**src/rtl/uart_pkg.sv**
```systemverilog
// Shared definitions for the memory-mapped UART transmitter.
// Contents: register word offsets (addr[3:2]), STATUS bit positions,
// frame geometry and the serialiser FSM state encoding.
package uart_pkg;

  // Register word offsets, decoded from addr[3:2]
  localparam logic [1:0] REG_TXDATA   = 2'd0;
  localparam logic [1:0] REG_STATUS   = 2'd1;
  localparam logic [1:0] REG_BAUD_DIV = 2'd2;

  // STATUS bit positions
  localparam int STAT_FULL      = 0;
  localparam int STAT_EMPTY     = 1;
  localparam int STAT_ACTIVE    = 2;
  localparam int STAT_OVERFLOW  = 3;
  localparam int STAT_COUNT_LSB = 8;

  // 8N1 frame: start + 8 data + stop
  localparam int DATA_BITS  = 8;
  localparam int FRAME_BITS = DATA_BITS + 2;

  typedef enum logic [1:0] {
    ST_IDLE  = 2'd0,
    ST_START = 2'd1,
    ST_DATA  = 2'd2,
    ST_STOP  = 2'd3
  } uart_state_t;

  // A divisor of zero would stall the bit timer, so it is treated as one
  function automatic logic [15:0] effective_div(input logic [15:0] baud_div);
    return (baud_div == 16'd0) ? 16'd1 : baud_div;
  endfunction

endpackage

```
**src/rtl/sync_fifo.sv**
```systemverilog
// Synchronous FIFO holding bytes waiting for the serialiser.
// Ports:
//   clk, rst      clock and asynchronous active-low reset
//   push, wdata   write request and data; dropped when full unless a pop
//                 happens in the same cycle
//   pop           read request; ignored when empty
//   rdata         head entry (valid while !empty)
//   full, empty   occupancy flags
//   count         number of stored entries (0..DEPTH)
module sync_fifo #(
  parameter int WIDTH = 8,
  parameter int DEPTH = 8,
  localparam int AW = $clog2(DEPTH),
  localparam int CW = AW + 1
) (
  input  logic             clk,
  input  logic             rst,
  input  logic             push,
  input  logic             pop,
  input  logic [WIDTH-1:0] wdata,
  output logic [WIDTH-1:0] rdata,
  output logic             full,
  output logic             empty,
  output logic [CW-1:0]    count
);

  logic [WIDTH-1:0] mem [DEPTH];
  logic [AW-1:0]    wr_ptr;
  logic [AW-1:0]    rd_ptr;
  logic             do_push;
  logic             do_pop;

  // Pop is resolved first, so a push into a full FIFO still lands when
  // the same edge frees a slot
  assign do_pop  = pop && !empty;
  assign do_push = push && (!full || do_pop);

  assign full  = (count == CW'(DEPTH));
  assign empty = (count == '0);
  assign rdata = mem[rd_ptr];

  // Pointers wrap naturally because DEPTH is a power of two
  always_ff @(posedge clk or negedge rst) begin
    if (!rst) begin
      wr_ptr <= '0;
      rd_ptr <= '0;
      count  <= '0;
    end else begin
      if (do_push) wr_ptr <= wr_ptr + 1'b1;
      if (do_pop)  rd_ptr <= rd_ptr + 1'b1;
      case ({do_push, do_pop})
        2'b10:   count <= count + 1'b1;
        2'b01:   count <= count - 1'b1;
        default: count <= count;
      endcase
    end
  end

  // Storage needs no reset; pointers and count define what is valid
  always_ff @(posedge clk) begin
    if (do_push) mem[wr_ptr] <= wdata;
  end

endmodule

```
**src/rtl/mmio_uart_tx.sv**
```systemverilog
// Memory-mapped UART transmitter sitting beside data_mem on the core bus.
// Bytes written to TXDATA queue in a FIFO and are sent as 8N1 frames.
// Ports:
//   clk, rst   clock and asynchronous active-low reset
//   ce, we     bus chip enable and write enable
//   addr       byte address; hit when addr[31:4] == BASE_ADDR[31:4]
//   data_i     write data
//   data_o     combinational read data (0 when not reading this block)
//   sel        combinational ce && hit, for the SoC read-data mux
//   tx         serial line, idle high
//   tx_busy    frame on the line or bytes still queued
module mmio_uart_tx
  import uart_pkg::*;
#(
  parameter logic [31:0] BASE_ADDR   = 32'h1000_0000,
  parameter int          FIFO_DEPTH  = 8,
  parameter logic [15:0] DEFAULT_DIV = 16'd868
) (
  input  logic        clk,
  input  logic        rst,
  input  logic        ce,
  input  logic        we,
  input  logic [31:0] addr,
  input  logic [31:0] data_i,
  output logic [31:0] data_o,
  output logic        sel,
  output logic        tx,
  output logic        tx_busy
);

  localparam int CW = $clog2(FIFO_DEPTH) + 1;

  logic          hit;
  logic          wr_en;
  logic          rd_en;
  logic [1:0]    reg_sel;
  logic          push_req;

  logic          fifo_pop;
  logic [7:0]    fifo_rdata;
  logic          fifo_full;
  logic          fifo_empty;
  logic [CW-1:0] fifo_count;

  logic          overflow;
  logic [15:0]   baud_div;
  logic [15:0]   div_m1;

  uart_state_t   state;
  logic [7:0]    shreg;
  logic [2:0]    bit_idx;
  logic [15:0]   baud_cnt;
  logic          tx_q;
  logic          bit_end;

  logic [31:0]   status_word;
  logic          unused_bits;

  // Byte lanes and upper write data are not used by any register
  assign unused_bits = ^{addr[1:0], data_i[31:16]};

  assign hit      = (addr[31:4] == BASE_ADDR[31:4]);
  assign sel      = ce && hit;
  assign wr_en    = sel && we;
  assign rd_en    = sel && !we;
  assign reg_sel  = addr[3:2];
  assign push_req = wr_en && (reg_sel == REG_TXDATA);

  // The FSM takes the head byte on its first idle cycle
  assign fifo_pop = (state == ST_IDLE) && !fifo_empty;

  sync_fifo #(
    .WIDTH (8),
    .DEPTH (FIFO_DEPTH)
  ) u_fifo (
    .clk   (clk),
    .rst   (rst),
    .push  (push_req),
    .pop   (fifo_pop),
    .wdata (data_i[7:0]),
    .rdata (fifo_rdata),
    .full  (fifo_full),
    .empty (fifo_empty),
    .count (fifo_count)
  );

  // Reload value is sampled at each bit boundary, so a divisor change
  // mid-frame only affects the following bit
  assign div_m1  = effective_div(baud_div) - 16'd1;
  assign bit_end = (baud_cnt == 16'd0);

  // Divisor register and sticky overflow flag; an overflow only happens
  // when a push meets a full FIFO that is not being drained that edge
  always_ff @(posedge clk or negedge rst) begin
    if (!rst) begin
      baud_div <= DEFAULT_DIV;
      overflow <= 1'b0;
    end else begin
      if (wr_en && (reg_sel == REG_BAUD_DIV)) baud_div <= data_i[15:0];
      if (wr_en && (reg_sel == REG_STATUS) && data_i[STAT_OVERFLOW]) begin
        overflow <= 1'b0;
      end else if (push_req && fifo_full && !fifo_pop) begin
        overflow <= 1'b1;
      end
    end
  end

  // Serialiser: tx is registered together with the state so the line
  // changes only on clock edges; each bit lasts div cycles
  always_ff @(posedge clk or negedge rst) begin
    if (!rst) begin
      state    <= ST_IDLE;
      shreg    <= '0;
      bit_idx  <= '0;
      baud_cnt <= '0;
      tx_q     <= 1'b1;
    end else begin
      case (state)
        ST_IDLE: begin
          tx_q <= 1'b1;
          if (!fifo_empty) begin
            shreg    <= fifo_rdata;
            baud_cnt <= div_m1;
            tx_q     <= 1'b0;
            state    <= ST_START;
          end
        end
        ST_START: begin
          if (bit_end) begin
            baud_cnt <= div_m1;
            bit_idx  <= '0;
            tx_q     <= shreg[0];
            state    <= ST_DATA;
          end else begin
            baud_cnt <= baud_cnt - 16'd1;
          end
        end
        ST_DATA: begin
          if (bit_end) begin
            baud_cnt <= div_m1;
            if (bit_idx == 3'(DATA_BITS - 1)) begin
              tx_q  <= 1'b1;
              state <= ST_STOP;
            end else begin
              shreg   <= {1'b0, shreg[7:1]};
              bit_idx <= bit_idx + 3'd1;
              tx_q    <= shreg[1];
            end
          end else begin
            baud_cnt <= baud_cnt - 16'd1;
          end
        end
        ST_STOP: begin
          if (bit_end) begin
            state <= ST_IDLE;
          end else begin
            baud_cnt <= baud_cnt - 16'd1;
          end
        end
        default: begin
          state <= ST_IDLE;
          tx_q  <= 1'b1;
        end
      endcase
    end
  end

  assign tx      = tx_q;
  assign tx_busy = (state != ST_IDLE) || !fifo_empty;

  // Read mux; anything other than a read hit returns zero
  always_comb begin
    status_word                          = '0;
    status_word[STAT_FULL]               = fifo_full;
    status_word[STAT_EMPTY]              = fifo_empty;
    status_word[STAT_ACTIVE]             = (state != ST_IDLE);
    status_word[STAT_OVERFLOW]           = overflow;
    status_word[STAT_COUNT_LSB +: CW]    = fifo_count;

    data_o = '0;
    if (rd_en) begin
      case (reg_sel)
        REG_STATUS:   data_o = status_word;
        REG_BAUD_DIV: data_o = {16'h0000, baud_div};
        default:      data_o = '0;
      endcase
    end
  end

endmodule

```
**config.mk**
```make
export PLATFORM = sky130hd
export DESIGN_NAME = mmio_uart_tx
export DESIGN_NICKNAME = d
export VERILOG_FILES = /design/src/rtl/uart_pkg.sv /design/src/rtl/sync_fifo.sv /design/src/rtl/mmio_uart_tx.sv
export SDC_FILE = /design/constraint.sdc
export NUM_CORES = 1
export LEC_CHECK = 0
export ABC_CLOCK_PERIOD_IN_PS = 3320
export BUFFER_PORTS_ARGS = -buffer_cell sky130_fd_sc_hd__buf_2
export CAP_MARGIN = 20
export CORE_MARGIN = 1
export CORE_UTILIZATION = 35
export CTS_BUF_LIST = sky130_fd_sc_hd__clkbuf_2 sky130_fd_sc_hd__clkbuf_4 sky130_fd_sc_hd__clkbuf_8
export DETAILED_ROUTE_END_ITERATION = 6
export HOLD_SLACK_MARGIN = 0.06
export PLACE_DENSITY = 0.6
export SKIP_LAST_GASP = 1
export SYNTH_ARGS = -nofsm -noshare
export SYNTH_HDL_FRONTEND = slang
export SYNTH_SLANG_ARGS = --single-unit
```
**constraint.sdc**
```tcl
create_clock -name clk -period 3.32 [get_ports clk]
set_input_delay 0.498 -clock clk [delete_from_list [all_inputs] [get_ports clk]]
set_output_delay 0.498 -clock clk [all_outputs]
set_load 0.02 [all_outputs]
```
After elaboration in Yosys (flattened, before gate mapping)
Memories as Yosys holds them, arrays and structs flattened.
Cells that the tools add are included.
{"block": "totals", "regBits": 57, "ramBits": 64, "input_bits": 68, "elab_cells": 101, "memories": 1}
{"name": "u_fifo.mem", "words": 8, "width": 8, "rd": 1, "rd_ports_with_merged_regs": 0, "write_ports": 1, "line_no": "sync_fifo.sv:27", "source": "logic [WIDTH-1:0] mem [DEPTH];"}
{"block": "op_classes", "n_addsub": 7, "eq_ne": 17, "muxes": 31, "reduce_logical": 35}
{"op": "$mux 16", "count": 4}
{"op": "$pmux 16 s3", "count": 1}
{"op": "$logic_not 16->1", "count": 2}
{"op": "$mux 32", "count": 1}
{"op": "$pmux 16 s2", "count": 1}
{"op": "$sub 16x1->16 const B", "count": 2}
{"op": "$eq 28x25->1 const B", "count": 1}
{"op": "$mux 8", "count": 3}
{"op": "$pmux 8 s2", "count": 1}
{"op": "$ne 2x2->1 const B", "count": 7}
{"op": "$logic_and 1x1->1", "count": 12}
{"op": "$mux 2", "count": 5}
{"op": "$reduce_bool 2->1", "count": 5}
{"op": "$add 3x1->3 const B", "count": 3}
{"op": "$mux 3", "count": 3}
{"op": "$eq 2x2->1 const B", "count": 4}
{"op": "$mux 1", "count": 8}
{"op": "$pmux 2 s4", "count": 1}
{"op": "$pmux 4 s2", "count": 1}
{"op": "$reduce_and 4->1", "count": 2}
{"op": "$eq 2x1->1 const B", "count": 3}
{"op": "$pmux 3 s2", "count": 1}
{"op": "$reduce_and 5->1", "count": 1}
{"op": "$add 4x1->4 const B", "count": 1}
{"op": "other kinds (12)", "count": 17}

Longest topological paths before layout
{"block": "depth", "word_depth": 8, "mapped_depth": 12, "ltp_nobuf": 10}

Cells and area by module
Synthesis repeated with hierarchy kept, for this count alone.
{"block": "unflattened", "cells_unflattened": 500, "hier_area_um2": 6363.6}
{"mod": "mmio_uart_tx", "instances": 1, "cells_each": 338, "area_each_um2": 3250.6, "seq_area_each_um2": 1183.6}
{"mod": "sync_fifo", "instances": 1, "cells_each": 162, "area_each_um2": 3113.0, "seq_area_each_um2": 2172.1}

Least setup slack after synthesis
No wires, ideal clock.
{"block": "synth_timing", "kind": "input-to-reg", "from": "in addr[20]", "to": "mem u_fifo.mem[3][0], enable pin", "setup_ns": 0.385, "t_arrival_ns": 2.442, "slack_ns": 0.493, "cell_stages": 5, "path_cell_list": "nor4b_1 nand4_1 a2111oi_2 nand2_1 nor3b_1"}
{"block": "synth_via", "elab_chain_len": 7}
{"element": "start: declaration", "line_no": "mmio_uart_tx.sv:23", "source": "input logic [31:0] addr,"}
{"element": "$eq 28x25->1", "line_no": "mmio_uart_tx.sv:62", "source": "assign hit = (addr[31:4] == BASE_ADDR[31:4]);"}
{"element": "$logic_and 1x1->1", "line_no": "mmio_uart_tx.sv:63", "source": "assign sel = ce && hit;"}
{"element": "$logic_and 1x1->1", "line_no": "mmio_uart_tx.sv:64", "source": "assign wr_en = sel && we;"}
{"element": "$logic_and 1x1->1", "line_no": "mmio_uart_tx.sv:67", "source": "assign push_req = wr_en && (reg_sel == REG_TXDATA);"}
{"element": "$logic_and 1x1->1", "line_no": "sync_fifo.sv:36", "source": "assign do_push = push && (!full || do_pop);"}
{"element": "$mux 1", "line_no": "sync_fifo.sv:61", "source": "if (do_push) mem[wr_ptr] <= wdata;"}
{"element": "$mux 1 (not written as such)", "line_no": "sync_fifo.sv:61"}
{"element": "end: declaration", "line_no": "sync_fifo.sv:27"}
No other way between the ends.

Worst setup path after layout
{"block": "layout_timing", "from": "reg baud_cnt[0]", "to": "reg baud_cnt[10]"}
{"block": "layout_via", "elab_chain_len": 3}
{"element": "start: declaration", "line_no": "mmio_uart_tx.sv:52", "source": "logic [15:0] baud_cnt;"}
{"element": "start signal: assignment", "line_no": "mmio_uart_tx.sv:123", "source": "baud_cnt <= div_m1;"}
{"element": "start signal: assignment", "line_no": "mmio_uart_tx.sv:130", "source": "baud_cnt <= div_m1;"}
{"element": "start signal: assignment", "line_no": "mmio_uart_tx.sv:135", "source": "baud_cnt <= baud_cnt - 16'd1;"}
{"element": "$sub 16x1->16 or $logic_not 16->1 (tied branches)"}
{"element": "$mux 16, or another cell as far along", "line_no": "mmio_uart_tx.sv:154", "source": "if (bit_end) begin"}
{"element": "$pmux 16 s3 or $reduce_and 2->1 (tied branches)"}
Parallel ways exist; a longest one is shown, timed or not. The select of a mux whose other input is x is not followed.
A chain may end at the register's enable or synchronous reset.

==> results.sh <==
export IMPL_status="completed"
export IMPL_syn_area_per_cell_um2=12.0
export IMPL_cts_resized_gates=0
export IMPL_clock_latency_ps=440
export IMPL_place_gp_congestion=0.866
export IMPL_first_pass_iters=5
export IMPL_grtUsageTotal_pct=15.9
export IMPL_synth_simple_gate_area_share_pct=12.6
export IMPL_die_w_um=135
export IMPL_cts_sinks=121
export IMPL_ir_worst_vdd_mv=0.232
export IMPL_cp_start_kind="flop"
export IMPL_pin_count=103
export IMPL_critPathKind="flop to flop"
export IMPL_synth_top_area_share_pct=31.2
export IMPL_met3_wirelength_um=568
export IMPL_synth_top_family_by_area="simple AND/OR/NAND/NOR gates"
export IMPL_ys_flop_type="edfxtp_1"
export IMPL_synth_edf_count=64
export IMPL_path_max_fanout=22
export IMPL_tightest_slew_ps=792
export IMPL_synth_xor_area_share_pct=2.42
export IMPL_ys_ff_latch=121
export IMPL_drtAntennaViolNets=0
export IMPL_final_instance_count_excl_fill=834
export IMPL_diodes=0
export IMPL_clock_path_buffers=2
export IMPL_synthTopCellsByArea="edfxtp_1, dfrtp_1, mux4_2, mux2_2, ha_1"
export IMPL_clock_fmax_mhz=346
export IMPL_antenna_found_initial=0
export IMPL_power_mw=3.10
export IMPL_drive_above_1_share_pct=28.9
export IMPL_top_layer_used="met4"
export IMPL_yosys_cell_types_count=62
export IMPL_clk_pin_slew_worst_paths_ps=80
export IMPL_grt_pass1_vias=4219
export IMPL_cts_tree="built"
export IMPL_setup_viol=0
export IMPL_fin_crit_sh_pct=87.0
export IMPL_yosysSeqAreaShare_pct=54.4
export IMPL_synthMuxAreaShare_pct=11.5
export IMPL_final_core_util_pct=41.4
export IMPL_dpl_cell_count=800
export IMPL_cts_htree_levels=4
export IMPL_dieArea_um2=18100
export IMPL_endpoint_kind="flop"
export IMPL_num_rows=48
export IMPL_area_growth_synth_to_final_pct=15.9
export IMPL_synthTopCellsByCount="edfxtp_1, dfrtp_1, nand2_1"
export IMPL_async_flop_share_pct=47.1
export IMPL_p_leak_nw=2.90
export IMPL_wl_per_cell_um=16.4
export IMPL_synth_fa_ha_area_share_pct=3.37
export IMPL_cts_root_buf="clkbuf_8"
export IMPL_period_minus_slack_ps=2890
export IMPL_tns_ps=0
export IMPL_grt_pass1_wl_mm=21.9
export IMPL_nets=680
export IMPL_maxCapViolations=0
export IMPL_grt_max_degree=47
export IMPL_hold_path_class="primary input to flop"
export IMPL_power_density_nw_per_um2=434
export IMPL_hold_violations=0
export IMPL_finClkSkew_ps=12.6
export IMPL_netlist_instances=513
export IMPL_drcViolationCount=0
export IMPL_die_y_um=135
export IMPL_synth_compound_area_share_pct=11.0
export IMPL_rsz0062_at_grt="false"
export IMPL_dr_total_vias=4322
export IMPL_start_util_pct=35.8
export IMPL_grt_overflow=0
export IMPL_io_buffer_count=68
export IMPL_synth_top_cell_by_area="edfxtp_1"
export IMPL_met2WireLength_mm=6.99
export IMPL_wl_met1_mm=5.98
export IMPL_report_final_slew_viol_count=0
export IMPL_crit_required_ps=3640
export IMPL_numCtsBuffers=17
export IMPL_hpwl_mm=9.61
export IMPL_vias_per_cell=5.18
export IMPL_core_area_um2=17200
export IMPL_worstPathArrival_ps=3210
export IMPL_syn_cell_area_um2=6160
export IMPL_yosysMostFrequentCell="edfxtp_1"
export IMPL_relSlewSlack_pct=47.2
export IMPL_yosysWarnings=0
export IMPL_drt_initial_drc_count=378
export IMPL_finalWirelength_mm=13.7
[final timing paths]
path                       cells past startpoint  slack (ps)           end        start
hold reg to reg                                2         490            tx           tx
max in group asynchronous                      4        1930   baud_div[8]          rst
min in group asynchronous                      2         540  baud_cnt[15]          rst
setup reg to reg                               7         430  baud_cnt[10]  baud_cnt[0]
hold / removal                                 2         290  baud_div[14]   data_i[14]
setup / recovery                               7         430  baud_cnt[10]  baud_cnt[0]
[layout make-up]
class	instances	area (um^2)
Timing Repair Buffer	88	505
Clock inverter	15	130
Clock buffer	17	234
Fill cell	1603	10100
Sequential cell	121	3360
Tap cell	225	282
Inverter	14	52.6
Multi-Input combinational cell	354	2580
[metal layers]
layer / GRT usage, % / vias up
met5: 0 / -
met4: 4.18 / 0
met3: 3.45 / 14
met2: 27.2 / 128
met1: 20.4 / 2117
li1: - / 2063
[cell usage in the layout, fill, tap and decap left out, drive strengths merged, types with 3 or more instances in the layout]
cell type / netlist / layout
a21oi: 24 / 24
a22o: 6 / 6
a22oi: 9 / 9
and2: 10 / 10
buf: 26 / 87
clkbuf: 13 / 17
clkinv: 0 / 4
conb: 1 / 16
dfrtp: 51 / 51
dfstp: 6 / 6
edfxtp: 64 / 64
ha: 15 / 15
inv: 14 / 23
mux2: 22 / 22
mux2i: 10 / 10
mux4: 16 / 16
nand2: 41 / 41
nand2b: 3 / 3
nand3: 3 / 3
nand4: 4 / 4
nor2: 37 / 37
nor3: 12 / 12
nor3b: 7 / 7
nor4: 17 / 17
o21ai: 43 / 43
o31ai: 3 / 3
or2: 3 / 3
or4: 4 / 4
xnor2: 10 / 10
xor2: 7 / 7
[registers in the layout, indices dropped and copies added, names as in the netlist]
signal	flops
baud_cnt	16
baud_div	16
bit_idx	3
overflow	1
shreg	8
state	2
tx	1
u_fifo.count	4
u_fifo.mem	64
u_fifo.rd_ptr	3
u_fifo.wr_ptr	3
[critical path: stages, from the launching register on]
cell and delay (ps):
dfrtp_1 400, inv_1 90, ha_1 200, or4b_2 650, or4_4 510, o21ai_4 480, o21ai_0 190, a22o_1 250
[metrics by stage]
stage	hold slack (ps)	worst slack [ps]	area, um^2
global route	273	318	7140
CTS	283	446	7110
floorplan	202	493	6220
detailed placement	479	460	6750
global placement	463	529	6750
finish	294	433	7140
[kinds of logic after synthesis]
family / after synthesis
buffers and inverters: 53
other: 1
XOR/XNOR: 17
flip-flops: 121
multiplexers: 48
AO/OA/AOI/OAI: 105
adder cells (fa/ha/maj): 16
AND/OR/NAND/NOR: 152
[power by group]
group	switching (mW)	internal (mW)
clock	0.670	0.543
combinational	0.130	0.0876
sequential	0.0307	1.63
total	0.832	2.26
[what timing repair did]
item | 4_1_cts | 5_1_grt
hold endpoints to repair | 0 | 16
hold buffers | 0 | 1
setup buffers | 0 | 0
(Power assumes the default switching activity.)
